## src/rtl/bus_pkg.sv

```systemverilog
// Shared types for the read-channel arbiter: FSM state encoding and master indices.
package bus_pkg;

  typedef enum logic [1:0] {
    S_IDLE,
    S_ADDR,
    S_RESP
  } rd_arb_state_e;

  localparam int M_FETCH = 0;
  localparam int M_DATA  = 1;

endpackage

```

## src/rtl/arb2_pick.sv

```systemverilog
// Combinational two-requester winner selection: round-robin or m1-priority with a fetch
// starvation override.
module arb2_pick #(
  parameter int PRIO_MODE = 0
) (
  input  logic [1:0] req_i,
  input  logic       last_grant_i,
  input  logic       starve_hit_i,
  output logic       grant_valid_o,
  output logic       grant_idx_o
);

  always_comb begin
    grant_valid_o = |req_i;
    grant_idx_o   = req_i[1] & ~req_i[0];
    if (&req_i) begin
      if (PRIO_MODE == 0) grant_idx_o = ~last_grant_i;
      else                grant_idx_o = ~starve_hit_i;
    end
  end

endmodule

```

## src/rtl/axi_rd_arbiter.sv

```systemverilog
// Two-master AXI4-Lite read arbiter (fetch = m0, data = m1), one outstanding read.
// state  | meaning
// S_IDLE | no transaction; arbitrate and grant on any arvalid
// S_ADDR | registered address presented to slave until s_arready
// S_RESP | slave response routed to the granted master until r handshake
module axi_rd_arbiter
  import bus_pkg::*;
#(
  parameter int PRIO_MODE  = 0,
  parameter int STARVE_MAX = 4
) (
  input  logic        clk,
  input  logic        rst_n,
  input  logic [31:0] m0_araddr,
  input  logic        m0_arvalid,
  output logic        m0_arready,
  output logic [31:0] m0_rdata,
  output logic        m0_rvalid,
  input  logic        m0_rready,
  input  logic [31:0] m1_araddr,
  input  logic        m1_arvalid,
  output logic        m1_arready,
  output logic [31:0] m1_rdata,
  output logic        m1_rvalid,
  input  logic        m1_rready,
  output logic [31:0] s_araddr,
  output logic        s_arvalid,
  input  logic        s_arready,
  input  logic [31:0] s_rdata,
  input  logic        s_rvalid,
  output logic        s_rready
);

  localparam int SW = $clog2(STARVE_MAX + 1);

  rd_arb_state_e state_q, state_d;
  logic          grant_q, grant_d;
  logic          last_grant_q, last_grant_d;
  logic [SW-1:0] starve_q, starve_d;
  logic [31:0]   araddr_q, araddr_d;

  logic pick_valid;
  logic pick_idx;
  logic starve_hit;

  assign starve_hit = (starve_q == SW'(STARVE_MAX));

  arb2_pick #(
    .PRIO_MODE(PRIO_MODE)
  ) u_pick (
    .req_i        ({m1_arvalid, m0_arvalid}),
    .last_grant_i (last_grant_q),
    .starve_hit_i (starve_hit),
    .grant_valid_o(pick_valid),
    .grant_idx_o  (pick_idx)
  );

  always_ff @(posedge clk or negedge rst_n) begin
    if (!rst_n) begin
      state_q      <= S_IDLE;
      grant_q      <= 1'b0;
      last_grant_q <= 1'b1;
      starve_q     <= '0;
      araddr_q     <= '0;
    end else begin
      state_q      <= state_d;
      grant_q      <= grant_d;
      last_grant_q <= last_grant_d;
      starve_q     <= starve_d;
      araddr_q     <= araddr_d;
    end
  end

  always_comb begin
    state_d      = state_q;
    grant_d      = grant_q;
    last_grant_d = last_grant_q;
    starve_d     = starve_q;
    araddr_d     = araddr_q;
    case (state_q)
      S_IDLE: begin
        if (pick_valid) begin
          state_d      = S_ADDR;
          grant_d      = pick_idx;
          last_grant_d = pick_idx;
          araddr_d     = pick_idx ? m1_araddr : m0_araddr;
          // Counter only moves in priority mode; it stays 0 under round-robin.
          if (PRIO_MODE == 1) begin
            if (!pick_idx)                    starve_d = '0;
            else if (m0_arvalid && !starve_hit) starve_d = starve_q + SW'(1);
          end
        end
      end
      S_ADDR:  if (s_arready) state_d = S_RESP;
      S_RESP:  if (s_rvalid && s_rready) state_d = S_IDLE;
      default: state_d = S_IDLE;
    endcase
  end

  assign m0_arready = (state_q == S_IDLE) && pick_valid && (pick_idx == 1'(M_FETCH));
  assign m1_arready = (state_q == S_IDLE) && pick_valid && (pick_idx == 1'(M_DATA));
  assign s_arvalid  = (state_q == S_ADDR);
  assign s_araddr   = araddr_q;
  assign m0_rvalid  = (state_q == S_RESP) && (grant_q == 1'(M_FETCH)) && s_rvalid;
  assign m1_rvalid  = (state_q == S_RESP) && (grant_q == 1'(M_DATA)) && s_rvalid;
  assign s_rready   = (state_q == S_RESP) && (grant_q ? m1_rready : m0_rready);
  assign m0_rdata   = s_rdata;
  assign m1_rdata   = s_rdata;

endmodule

```

## config.mk

```make
export PLATFORM = sky130hd
export DESIGN_NAME = axi_rd_arbiter
export DESIGN_NICKNAME = d
export VERILOG_FILES = /design/src/rtl/bus_pkg.sv /design/src/rtl/arb2_pick.sv /design/src/rtl/axi_rd_arbiter.sv
export SDC_FILE = /design/constraint.sdc
export NUM_CORES = 1
export LEC_CHECK = 0
export BUFFER_PORTS_ARGS = -buffer_cell sky130_fd_sc_hd__buf_4
export CAP_MARGIN = 5
export CORE_AREA = 2 2 80 82
export DETAILED_ROUTE_END_ITERATION = 6
export DIE_AREA = 0 0 82 84
export PLACE_DENSITY = 0.8
export SLEW_MARGIN = 30
export SYNTH_ARGS = -nofsm -noshare
export SYNTH_HDL_FRONTEND = slang
export SYNTH_SLANG_ARGS = --single-unit
```

## constraint.sdc

```tcl
create_clock -name clk -period 2 [get_ports clk]
set_input_delay 0.4 -clock clk [delete_from_list [all_inputs] [get_ports clk]]
set_output_delay 0.4 -clock clk [all_outputs]
set_load 0.01 [all_outputs]
```

==> run_summary.xml, run 1 <==
<?xml version="1.0" encoding="UTF-8"?>
<metrics>
  <group name="yosys">
    <metric name="synth_top_cell_area_share" unit="">0.403</metric>
    <metric name="syn_area_per_cell" unit="um2">10.7</metric>
    <metric name="ys_top_cells_by_area" unit="">dfrtp_1, buf_4, a221o_1</metric>
    <metric name="ys.flop_type" unit="">dfrtp_1</metric>
    <metric name="synth_top_cells_by_count" unit="">buf_4, dfrtp_1, a221o_1, o21a_1, buf_2</metric>
    <metric name="ys_async_sr_fraction" unit="">1.00</metric>
    <metric name="synth_seq_cells" unit="">36</metric>
    <metric name="synthesis.instances" unit="">203</metric>
    <metric name="yosysWarnings" unit="">0</metric>
    <metric name="count_of_different_cell_masters_after_synthesis" unit="">21</metric>
    <metric name="post_synth_instance_area" unit="mm2">0.00218</metric>
    <metric name="synth-edff-count" unit="">0</metric>
    <metric name="synth_nets" unit="">307</metric>
    <metric name="synth_largest_area_cell" unit="">dfrtp_1</metric>
    <metric name="synth.yosys.seq_area_share" unit="">0.415</metric>
    <metric name="synth.most_common_cell" unit="">buf_4</metric>
  </group>
  <group name="floorplan">
    <metric name="fp-row-count" unit="">29</metric>
    <metric name="io_pins" unit="">206</metric>
    <metric name="die_width" unit="um">82</metric>
    <metric name="core-area" unit="mm2">0.00610</metric>
    <metric name="fp.dieH" unit="um">84</metric>
    <metric name="die-area" unit="mm2">0.00689</metric>
    <metric name="initial_utilization" unit="">0.357</metric>
  </group>
  <group name="run">
    <metric name="cap_viol_max_count" unit="">0</metric>
  </group>
  <group name="global_routing">
    <metric name="wire_length_of_the_first_global_routing_pass" unit="mm">8.00</metric>
    <metric name="global_route.overflow_total" unit="">0</metric>
    <metric name="number_of_antenna_violations_at_the_first_check_in_global_routing" unit="">0</metric>
    <metric name="pin_count_of_the_biggest_net_entering_global_routing" unit="">37</metric>
    <metric name="vias_in_the_first_global_route" unit="">1653</metric>
    <metric name="grt_use_total" unit="">0.150</metric>
  </group>
  <group name="clock_tree">
    <metric name="worst_case_clock_buffer_depth" unit="">2</metric>
    <metric name="htree_num_levels" unit="">2</metric>
    <metric name="cts-buffers-inserted" unit="">5</metric>
    <metric name="tritoncts_clock_tree" unit="">yes</metric>
    <metric name="clkSlewWorstSetupHoldPaths" unit="ns">0.07</metric>
    <metric name="post_cts_resized" unit="">0</metric>
    <metric name="hold_buffers" unit="">0</metric>
    <metric name="clock_sinks" unit="">36</metric>
    <metric name="clk-insertion-delay-late" unit="ns">0.28</metric>
    <metric name="root_buffer" unit="">clkbuf_8</metric>
    <metric name="cts_setup_buffers" unit="">0</metric>
  </group>
  <group name="status">
    <metric name="run_status" unit="">finished clean</metric>
  </group>
  <group name="place">
    <metric name="placed_cell_count" unit="">319</metric>
    <metric name="final_replace_weighted_congestion" unit="">0.735</metric>
    <metric name="postPlaceCellArea" unit="mm2">0.00257</metric>
    <metric name="io_buffer_count" unit="">109</metric>
    <metric name="dp_hpwl" unit="mm">4.00</metric>
  </group>
  <group name="sta">
    <metric name="max_slew.worst_pin.slew" unit="ns">0.464</metric>
    <metric name="fmax" unit="GHz">0.537</metric>
    <metric name="final_max_slew_viols" unit="">0</metric>
    <metric name="slew-limit-headroom" unit="">0.691</metric>
    <metric name="post-route-period-util" unit="">0.930</metric>
    <metric name="fin_worst_skew" unit="ns">0.00345</metric>
    <metric name="post-route-min-period" unit="ns">1.86</metric>
    <metric name="rsz0062_at_grt" unit="">no</metric>
    <metric name="finalHoldViolCount" unit="">0</metric>
    <metric name="setup_total_negative_slack" unit="ns">0</metric>
    <metric name="setup_viol" unit="">0</metric>
  </group>
  <group name="finish">
    <metric name="fin_area" unit="mm2">0.00266</metric>
    <metric name="instances_no_fill" unit="">327</metric>
    <metric name="n_antenna_cell" unit="">0</metric>
    <metric name="drive_gt1_frac" unit="">0.504</metric>
    <metric name="nets" unit="">353</metric>
    <metric name="filler_cells_inserted" unit="">587</metric>
    <metric name="area.growth.synth_to_final" unit="%">22.4</metric>
  </group>
  <group name="critical_path">
    <metric name="worstPathRequired" unit="ns">1.60</metric>
    <metric name="critPathCaptureType" unit="">output port</metric>
    <metric name="start_kind" unit="">flop</metric>
    <metric name="critical_path_peak_fanout" unit="">7</metric>
    <metric name="crit_arrival" unit="ns">1.46</metric>
    <metric name="criticalPathCategory" unit="">flop to output port</metric>
  </group>
  <group name="detailed_routing">
    <metric name="vias" unit="">1694</metric>
    <metric name="postRouteWirelength" unit="mm">5.42</metric>
    <metric name="route.antenna.remaining_nets" unit="">0</metric>
    <metric name="post-route-drc-count" unit="">0</metric>
    <metric name="wl_per_cell" unit="um">16.6</metric>
    <metric name="drt_first_iter_violations" unit="">64</metric>
    <metric name="detail_routed_via_count_per_cell" unit="">5.18</metric>
    <metric name="detail_route.first_pass.iterations" unit="">4</metric>
  </group>
  <group name="pwr">
    <metric name="power_leakage" unit="nW">1.32</metric>
    <metric name="vdd_ir_drop_max" unit="V">0.000567</metric>
    <metric name="powerDensity" unit="mW/mm2">1430</metric>
  </group>
  <group name="worst_hold_path">
    <metric name="min_path_type" unit="">primary input to async pin</metric>
  </group>
</metrics>
==> per-layer routing <==
layer / share of wire / wire length [um] / GRT usage
met1: 0.40 / 2140 / 0.175
met2: 0.48 / 2620 / 0.248
met3: 0.078 / 422 / 0.0292
met4: 0.044 / 236 / 0.0924
met5: 0 / 0 / 0
==> worst max-delay path, stage by stage (launching register included) <==
cell and delay, ns:
dfstp_2 0.54, nand2b_1 0.10, and3_1 0.34, buf_4 0.19
==> kinds of logic (layout without fill, tap and decap cells) <==
group           after synthesis  after routing  synth area share
compound gates               68             68             0.269
buf+inv                      81            128             0.274
mux                           1              1           0.00460
simple gates                 17             17            0.0385
flops                        36             36             0.415
==> power breakdown <==
group	switching (mW)	internal, mW
logic	0.876	1.09
registers	0.211	1.09
clock network	0.251	0.280
==> registers in the layout (all words and copies together), names as in the netlist <==
register	flops
grant_q	1
last_grant_q	1
s_araddr	32
state_q	2
==> through the flow <==
stage                      util  worst slack, ns  hold WS [ns]  total power, mW
after global placement    0.421            0.463         0.382             3.25
after detailed placement  0.421            0.448         0.391             3.29
after floorplan               -            0.482         0.104             2.62
after global routing      0.437           0.0749        0.0996             4.06
after CTS                 0.437            0.147        0.0789             3.85
final                     0.437            0.139        0.0648             3.80
==> placed cells by master (no fill, tap or decap) <==
cell	netlist	final
clkbuf_1	2	1
o2bb2ai_1	1	1
clkinvlp_4	0	1
clkbuf_8	0	6
o21a_1	32	32
nor2_1	3	2
and2b_1	1	1
inv_1	3	3
o21ai_0	3	3
nand2b_1	1	1
nor2_2	0	1
buf_4	64	117
dfrtp_1	35	35
or2_1	1	1
and3_1	2	2
nand2_1	6	6
dfstp_2	1	1
mux2i_1	1	1
nor2b_1	2	2
nand3_1	1	1
a221o_1	32	32
==> final cells by class <==
class                   count  area [um2]  area share
repair buffers            117         878       0.330
multi-input cells          86         681       0.256
flip-flops and latches     36         902       0.339
clock inverters             1        7.51     0.00282
inverters                   3        11.3     0.00423
well taps                  77        96.3      0.0362
clock buffers               7        86.3      0.0324
==> final timing paths <==
check / start / end / slack (ns) / cells after the start
max: last_grant_q$_DFFE_PN1P_ / m0_arready / 0.14 / 3
min in group clk: s_arready / state_q[1]$_DFFE_PN0P_ / 0.31 / 3
min reg2reg: last_grant_q$_DFFE_PN1P_ / last_grant_q$_DFFE_PN1P_ / 0.52 / 2
max in group asynchronous: rst_n / last_grant_q$_DFFE_PN1P_ / 1.59 / 1
max reg2reg: last_grant_q$_DFFE_PN1P_ / s_araddr[9]$_DFFE_PN0P_ / 0.44 / 4
min: rst_n / state_q[1]$_DFFE_PN0P_ / 0.06 / 1
(Power assumes the default switching activity.)
==> run 2, diff against run 1 <==
- CORE_AREA: 2 2 80 82 -> 2 2 79 81
- DIE_AREA: 0 0 82 84 -> 0 0 81 83
- PLACE_DENSITY: 0.8 -> 0.81
- clock period: 2 -> 2.3 ns (I/O delays scaled with it)
==> run 2 against run 1 <==
  * Final cell count is 0.92% lower
  * Critical endpoint is now m1_arready
  * Sequential power is 12% lower
  * Critical path type unchanged
  * Core utilization is 2.5 points higher
  * Worst setup slack better by 0.26 ns
  * Flip-flop and latch count stayed put
  * Register-to-register slack better by 0.04 ns
  * Count of clock-buffer cells in the layout stayed put
  * Critical path depth is 2 higher
  * Power is 10% lower
  * Final area is 0.85% higher
  * Sequential share of layout area is 0.28 points lower
==> run_summary.xml, run 2 (synthesized netlist as in run 1, its figures left out) <==
<?xml version="1.0" encoding="UTF-8"?>
<metrics>
  <group name="status">
    <metric name="run_status" unit="">finished clean</metric>
  </group>
  <group name="critical_path">
    <metric name="crit_arrival" unit="ns">1.44</metric>
    <metric name="criticalPathCategory" unit="">flop to output port</metric>
    <metric name="critPathCaptureType" unit="">output port</metric>
    <metric name="critical_path_peak_fanout" unit="">16</metric>
    <metric name="worstPathRequired" unit="ns">1.84</metric>
    <metric name="worst_setup_path_startpoint" unit="">state_q[1]$_DFFE_PN0P_</metric>
    <metric name="start_kind" unit="">flop</metric>
    <metric name="r2r-start" unit="">state_q[1]$_DFFE_PN0P_</metric>
  </group>
  <group name="detailed_routing">
    <metric name="route.antenna.remaining_nets" unit="">0</metric>
    <metric name="post-route-drc-count" unit="">0</metric>
    <metric name="drt_first_iter_violations" unit="">57</metric>
    <metric name="detail_route.first_pass.iterations" unit="">4</metric>
    <metric name="detail_routed_via_count_per_cell" unit="">5.11</metric>
    <metric name="vias" unit="">1655</metric>
    <metric name="postRouteWirelength" unit="mm">5.59</metric>
    <metric name="wl_per_cell" unit="um">17.3</metric>
  </group>
  <group name="pwr">
    <metric name="pwr-share-comb" unit="">0.493</metric>
    <metric name="powerDensity" unit="mW/mm2">1270</metric>
    <metric name="internal-power" unit="mW">2.27</metric>
    <metric name="netSwitchingPower" unit="mW">1.15</metric>
    <metric name="power_leakage" unit="nW">1.34</metric>
    <metric name="vdd_ir_drop_max" unit="V">0.000483</metric>
    <metric name="share_seq_of_total_power" unit="">0.333</metric>
    <metric name="power.switching_fraction" unit="">0.336</metric>
    <metric name="power.clock.fraction" unit="">0.174</metric>
  </group>
  <group name="finish">
    <metric name="layout_common_cells" unit="">buf_4, dfrtp_1, o21a_1, a221o_1, clkbuf_8</metric>
    <metric name="instances_no_fill" unit="">324</metric>
    <metric name="area.growth.synth_to_final" unit="%">23.4</metric>
    <metric name="nets" unit="">352</metric>
    <metric name="largest_reg_flops" unit="">32</metric>
    <metric name="fin_util" unit="">0.462</metric>
    <metric name="drive_gt1_frac" unit="">0.506</metric>
    <metric name="layout.cells.most_common" unit="">buf_4</metric>
    <metric name="filler_cells_inserted" unit="">545</metric>
    <metric name="n_antenna_cell" unit="">0</metric>
  </group>
  <group name="clock_tree">
    <metric name="post_cts_resized" unit="">0</metric>
    <metric name="tritoncts_clock_tree" unit="">yes</metric>
    <metric name="root_buffer" unit="">clkbuf_8</metric>
    <metric name="clkSlewWorstSetupHoldPaths" unit="ns">0.07</metric>
    <metric name="htree_num_levels" unit="">2</metric>
    <metric name="hold_buffers" unit="">0</metric>
    <metric name="clk-insertion-delay-late" unit="ns">0.28</metric>
    <metric name="clock_sinks" unit="">36</metric>
    <metric name="worst_case_clock_buffer_depth" unit="">2</metric>
    <metric name="cts_setup_buffers" unit="">0</metric>
    <metric name="cts-buffers-inserted" unit="">5</metric>
  </group>
  <group name="place">
    <metric name="dp_hpwl" unit="mm">4.21</metric>
    <metric name="placed_cell_count" unit="">316</metric>
    <metric name="io_buffer_count" unit="">109</metric>
    <metric name="final_replace_weighted_congestion" unit="">0.759</metric>
  </group>
  <group name="sta">
    <metric name="slew-limit-headroom" unit="">0.512</metric>
    <metric name="setup_viol" unit="">0</metric>
    <metric name="post-route-period-util" unit="">0.827</metric>
    <metric name="fmax" unit="GHz">0.526</metric>
    <metric name="setup_total_negative_slack" unit="ns">0</metric>
    <metric name="hold_ws" unit="ns">0.124</metric>
    <metric name="rsz0062_at_grt" unit="">no</metric>
    <metric name="finalHoldViolCount" unit="">0</metric>
    <metric name="max_slew.worst_pin.slew" unit="ns">0.732</metric>
    <metric name="final_max_slew_viols" unit="">0</metric>
    <metric name="fin_worst_skew" unit="ns">0.00588</metric>
    <metric name="post-route-min-period" unit="ns">1.90</metric>
  </group>
  <group name="worst_hold_path">
    <metric name="min_path_type" unit="">primary input to async pin</metric>
  </group>
  <group name="global_routing">
    <metric name="wire_length_of_the_first_global_routing_pass" unit="mm">8.52</metric>
    <metric name="grt_use_met1" unit="">0.181</metric>
    <metric name="pin_count_of_the_biggest_net_entering_global_routing" unit="">37</metric>
    <metric name="grt_use_total" unit="">0.162</metric>
    <metric name="global_route.overflow_total" unit="">0</metric>
    <metric name="groute.layer.met2.usage" unit="">0.298</metric>
    <metric name="grt_most_used_layer" unit="">met2</metric>
    <metric name="number_of_antenna_violations_at_the_first_check_in_global_routing" unit="">0</metric>
    <metric name="vias_in_the_first_global_route" unit="">1707</metric>
    <metric name="gr_util_met3" unit="">0.0380</metric>
  </group>
  <group name="floorplan">
    <metric name="fp.dieH" unit="um">83</metric>
    <metric name="die-area" unit="mm2">0.00672</metric>
    <metric name="die_width" unit="um">81</metric>
    <metric name="core-area" unit="mm2">0.00582</metric>
    <metric name="io_pins" unit="">206</metric>
    <metric name="fp-row-count" unit="">28</metric>
    <metric name="initial_utilization" unit="">0.374</metric>
  </group>
  <group name="run">
    <metric name="cap_viol_max_count" unit="">0</metric>
  </group>
</metrics>
-- run 2: cell count changes in the layout (fill, tap and decap cells not counted), sizes merged --
cell,previous run,this run
buf,117,116
bufinv,0,1
clkinvlp,1,0
-- run 2: worst max-delay path: stages, from the launching register on --
cell	delay, ns
dfrtp_1	0.40
nor2_1	0.15
nand3_1	0.14
inv_1	0.10
buf_4	0.22
buf_4	0.15
-- run 2: final cells by class --
type / instances / area (um2) / share of cell area
clock buffers: 7 / 96.3 / 0.0359
clock inverters: 1 / 30.0 / 0.0112
inverters: 3 / 11.3 / 0.00419
multi-input cells: 86 / 681 / 0.253
flip-flops and latches: 36 / 902 / 0.336
well taps: 75 / 93.8 / 0.0349
repair buffers: 116 / 871 / 0.324
-- run 2: path summary, 6_finish.rpt --
| path | end | slack [ns] | cells after the start |
|---|---|---|---|
| worst max-delay path | m1_arready | 0.40 | 5 |
| min in group clk | state_q[1]$_DFFE_PN0P_ | 0.37 | 3 |
| max in group asynchronous | last_grant_q$_DFFE_PN1P_ | 1.84 | 1 |
| worst min-delay path | s_araddr[14]$_DFFE_PN0P_ | 0.12 | 1 |
| worst max register to register | s_araddr[23]$_DFFE_PN0P_ | 0.48 | 4 |
| worst min register to register | last_grant_q$_DFFE_PN1P_ | 0.50 | 2 |
-- run 2: per-stage QoR --
stage / power (mW) / area (um2) / setup WS, ns
final: 3.42 / 2690 / 0.398
after global routing: 3.67 / 2690 / 0.285
after CTS: 3.45 / 2690 / 0.385
after detailed placement: 2.84 / 2560 / 0.502
after global placement: 2.80 / 2560 / 0.566
after floorplan: 2.28 / 2180 / 0.722
-- run 2: metal layers --
layer,vias up,wire length [um]
met5,-,0
met4,0,50
met3,8,491
met2,102,3020
met1,786,2030
li1,759,-
-- run 2: power by group through the flow --
stage               clock network [mW]  logic, mW  registers, mW
finish                           0.594       1.68           1.14
global route                     0.647       1.85           1.18
CTS                              0.614       1.70           1.14
detailed placement                   0       1.70           1.14
global placement                     0       1.66           1.14
floorplan                            0       1.03           1.24
==> run 3, diff against run 2 <==
- CORE_AREA: 2 2 79 81 -> not set
- CORE_UTILIZATION: not set -> 33
- DIE_AREA: 0 0 81 83 -> not set
- PLACE_DENSITY: 0.81 -> 0.76
- clock period: 2.3 -> 1.71 ns (I/O delays scaled with it)
==> run 3 against run 2 <==
  * Clock skew shrank 0.0012 ns
  * Power up 30%
  * Critical path depth unchanged
  * Via count rose by 1.1%
  * Die area increased by 3.0%
  * Global-route usage decreased by 0.16 points
  * Core utilization down 4.1 points
  * Count of clock-buffer cells in the layout down 1
  * Worst hold slack worse by 0.11 ns
  * Sequential share of layout area grew 0.14 points
  * Non-clock buffer count is 3 higher
  * Critical endpoint unchanged
==> run_summary.xml, run 3 (synthesized netlist as in run 1, its figures left out) <==
<?xml version="1.0" encoding="UTF-8"?>
<metrics>
  <group name="finish">
    <metric name="n_antenna_cell" unit="">0</metric>
    <metric name="filler_cells_inserted" unit="">626</metric>
    <metric name="largest_reg_flops" unit="">32</metric>
    <metric name="nets" unit="">355</metric>
    <metric name="area.growth.synth_to_final" unit="%">22.9</metric>
    <metric name="drive_gt1_frac" unit="">0.518</metric>
    <metric name="layout_common_cells" unit="">buf_4, dfrtp_1, o21a_1, a221o_1, nand2_1</metric>
    <metric name="layout.cells.most_common" unit="">buf_4</metric>
  </group>
  <group name="worst_hold_path">
    <metric name="min_path_type" unit="">primary input to async pin</metric>
  </group>
  <group name="global_routing">
    <metric name="vias_in_the_first_global_route" unit="">1774</metric>
    <metric name="pin_count_of_the_biggest_net_entering_global_routing" unit="">37</metric>
    <metric name="grt_use_total" unit="">0.161</metric>
    <metric name="wire_length_of_the_first_global_routing_pass" unit="mm">8.83</metric>
    <metric name="global_route.overflow_total" unit="">0</metric>
    <metric name="number_of_antenna_violations_at_the_first_check_in_global_routing" unit="">0</metric>
  </group>
  <group name="clock_tree">
    <metric name="cts-buffers-inserted" unit="">5</metric>
    <metric name="clkSlewWorstSetupHoldPaths" unit="ns">0.07</metric>
    <metric name="clock_sinks" unit="">36</metric>
    <metric name="worst_case_clock_buffer_depth" unit="">2</metric>
    <metric name="htree_num_levels" unit="">2</metric>
    <metric name="root_buffer" unit="">clkbuf_8</metric>
    <metric name="clk-insertion-delay-late" unit="ns">0.28</metric>
    <metric name="tritoncts_clock_tree" unit="">yes</metric>
  </group>
  <group name="pwr">
    <metric name="vdd_ir_drop_max" unit="V">0.000615</metric>
    <metric name="powerDensity" unit="mW/mm2">1660</metric>
    <metric name="power_leakage" unit="nW">1.33</metric>
  </group>
  <group name="detailed_routing">
    <metric name="post-route-drc-count" unit="">0</metric>
    <metric name="detail_routed_via_count_per_cell" unit="">5.10</metric>
    <metric name="drt_first_iter_violations" unit="">40</metric>
    <metric name="wl_per_cell" unit="um">16.9</metric>
    <metric name="vias" unit="">1674</metric>
    <metric name="route.antenna.remaining_nets" unit="">0</metric>
    <metric name="detail_route.first_pass.iterations" unit="">4</metric>
    <metric name="postRouteWirelength" unit="mm">5.54</metric>
  </group>
  <group name="floorplan">
    <metric name="die-area" unit="mm2">0.00692</metric>
    <metric name="io_pins" unit="">206</metric>
    <metric name="core-area" unit="mm2">0.00635</metric>
    <metric name="die_width" unit="um">83.2</metric>
    <metric name="fp.dieH" unit="um">83.2</metric>
    <metric name="initial_utilization" unit="">0.343</metric>
    <metric name="fp-row-count" unit="">29</metric>
  </group>
  <group name="sta">
    <metric name="post-route-period-util" unit="">0.951</metric>
    <metric name="fmax" unit="GHz">0.615</metric>
    <metric name="slew-limit-headroom" unit="">0.691</metric>
    <metric name="finalHoldViolCount" unit="">0</metric>
    <metric name="post-route-min-period" unit="ns">1.63</metric>
    <metric name="setup_total_negative_slack" unit="ns">0</metric>
    <metric name="fin_worst_skew" unit="ns">0.00470</metric>
    <metric name="postLayoutSetupSlackWorst" unit="ns">0.0843</metric>
    <metric name="rsz0062_at_grt" unit="">no</metric>
    <metric name="max_slew.worst_pin.slew" unit="ns">0.463</metric>
    <metric name="setup_viol" unit="">0</metric>
    <metric name="final_max_slew_viols" unit="">0</metric>
  </group>
  <group name="run">
    <metric name="cap_viol_max_count" unit="">0</metric>
  </group>
  <group name="place">
    <metric name="dp_hpwl" unit="mm">4.16</metric>
    <metric name="io_buffer_count" unit="">109</metric>
    <metric name="final_replace_weighted_congestion" unit="">0.745</metric>
    <metric name="dp_worst_setup_slack" unit="ns">0.256</metric>
  </group>
  <group name="critical_path">
    <metric name="rr_worst_depth" unit="">6</metric>
    <metric name="start_kind" unit="">flop</metric>
    <metric name="crit_path_top_delay_cell" unit="">dfstp_2</metric>
    <metric name="criticalPathCategory" unit="">flop to output port</metric>
    <metric name="critPathCaptureType" unit="">output port</metric>
    <metric name="worstPathRequired" unit="ns">1.37</metric>
    <metric name="critical_path.cell_chain" unit="">nand2_1 -&gt; nand3_2 -&gt; inv_1 -&gt; buf_6 -&gt; buf_4</metric>
    <metric name="highest_cell_delay_on_the_worst_timing_path" unit="ns">0.54</metric>
    <metric name="crit_arrival" unit="ns">1.28</metric>
    <metric name="critical_path_peak_fanout" unit="">3</metric>
  </group>
  <group name="status">
    <metric name="run_status" unit="">finished clean</metric>
  </group>
</metrics>
-- run 3: area by class of cell --
cell class	count	area (um2)	area share
clock buffer	6	72.6	0.0271
timing repair buffer	119	897	0.336
sequential	36	902	0.337
tap	77	96.3	0.0360
inverter	3	11.3	0.00421
multi-input combinational	86	689	0.258
clock inverter	1	5.00	0.00187
-- run 3: path summary, 6_finish.rpt --
check                                    startpoint                       end  slack (ns)
max in group asynchronous                     rst_n  last_grant_q$_DFFE_PN1P_        1.35
min in group clk                          s_arready    state_q[1]$_DFFE_PN0P_        0.27
max reg2reg                last_grant_q$_DFFE_PN1P_   s_araddr[3]$_DFFE_PN0P_        0.19
min reg2reg                last_grant_q$_DFFE_PN1P_  last_grant_q$_DFFE_PN1P_        0.50
max                        last_grant_q$_DFFE_PN1P_                m1_arready        0.08
min                                           rst_n   s_araddr[7]$_DFFE_PN0P_        0.01
-- run 3: worst max-delay path: cells and delay by family (launching register included) --
kind,cells,cell delay (ns)
simple gates,2,0.15
buf+inv,3,0.32
flops,1,0.54
-- run 3: metal layers --
layer / part of all wire / vias to the layer above / global-route usage
met5: 0 / - / 0
met4: 0.016 / 0 / 0.0643
met3: 0.079 / 10 / 0.0427
met2: 0.53 / 99 / 0.290
met1: 0.37 / 800 / 0.178
li1: - / 765 / -
-- run 3: repair_timing --
action                                  CTS  global route
cloned                                    0             0
endpoints found under the setup margin    1             2
gates resized for setup                   1             3
hold buffers                              0             0
buffers inserted                          1             0
-- run 3: stage by stage --
step / power [mW] / cells / instance area, um2 / hold slack, ns / utilization
floorplan: 3.06 / 203 / 2180 / 0.0464 / -
global placement: 3.79 / 320 / 2580 / 0.322 / 0.406
detailed placement: 3.85 / 320 / 2580 / 0.340 / 0.406
CTS: 4.46 / 328 / 2670 / 0.0299 / 0.420
global route: 4.73 / 328 / 2670 / 0.0411 / 0.421
finish: 4.43 / 328 / 2670 / 0.0107 / 0.421
-- run 3: report_power, final --
group / internal [mW] / switching [mW]
logic: 1.31 / 1.03
registers: 1.28 / 0.249
clock network: 0.277 / 0.288
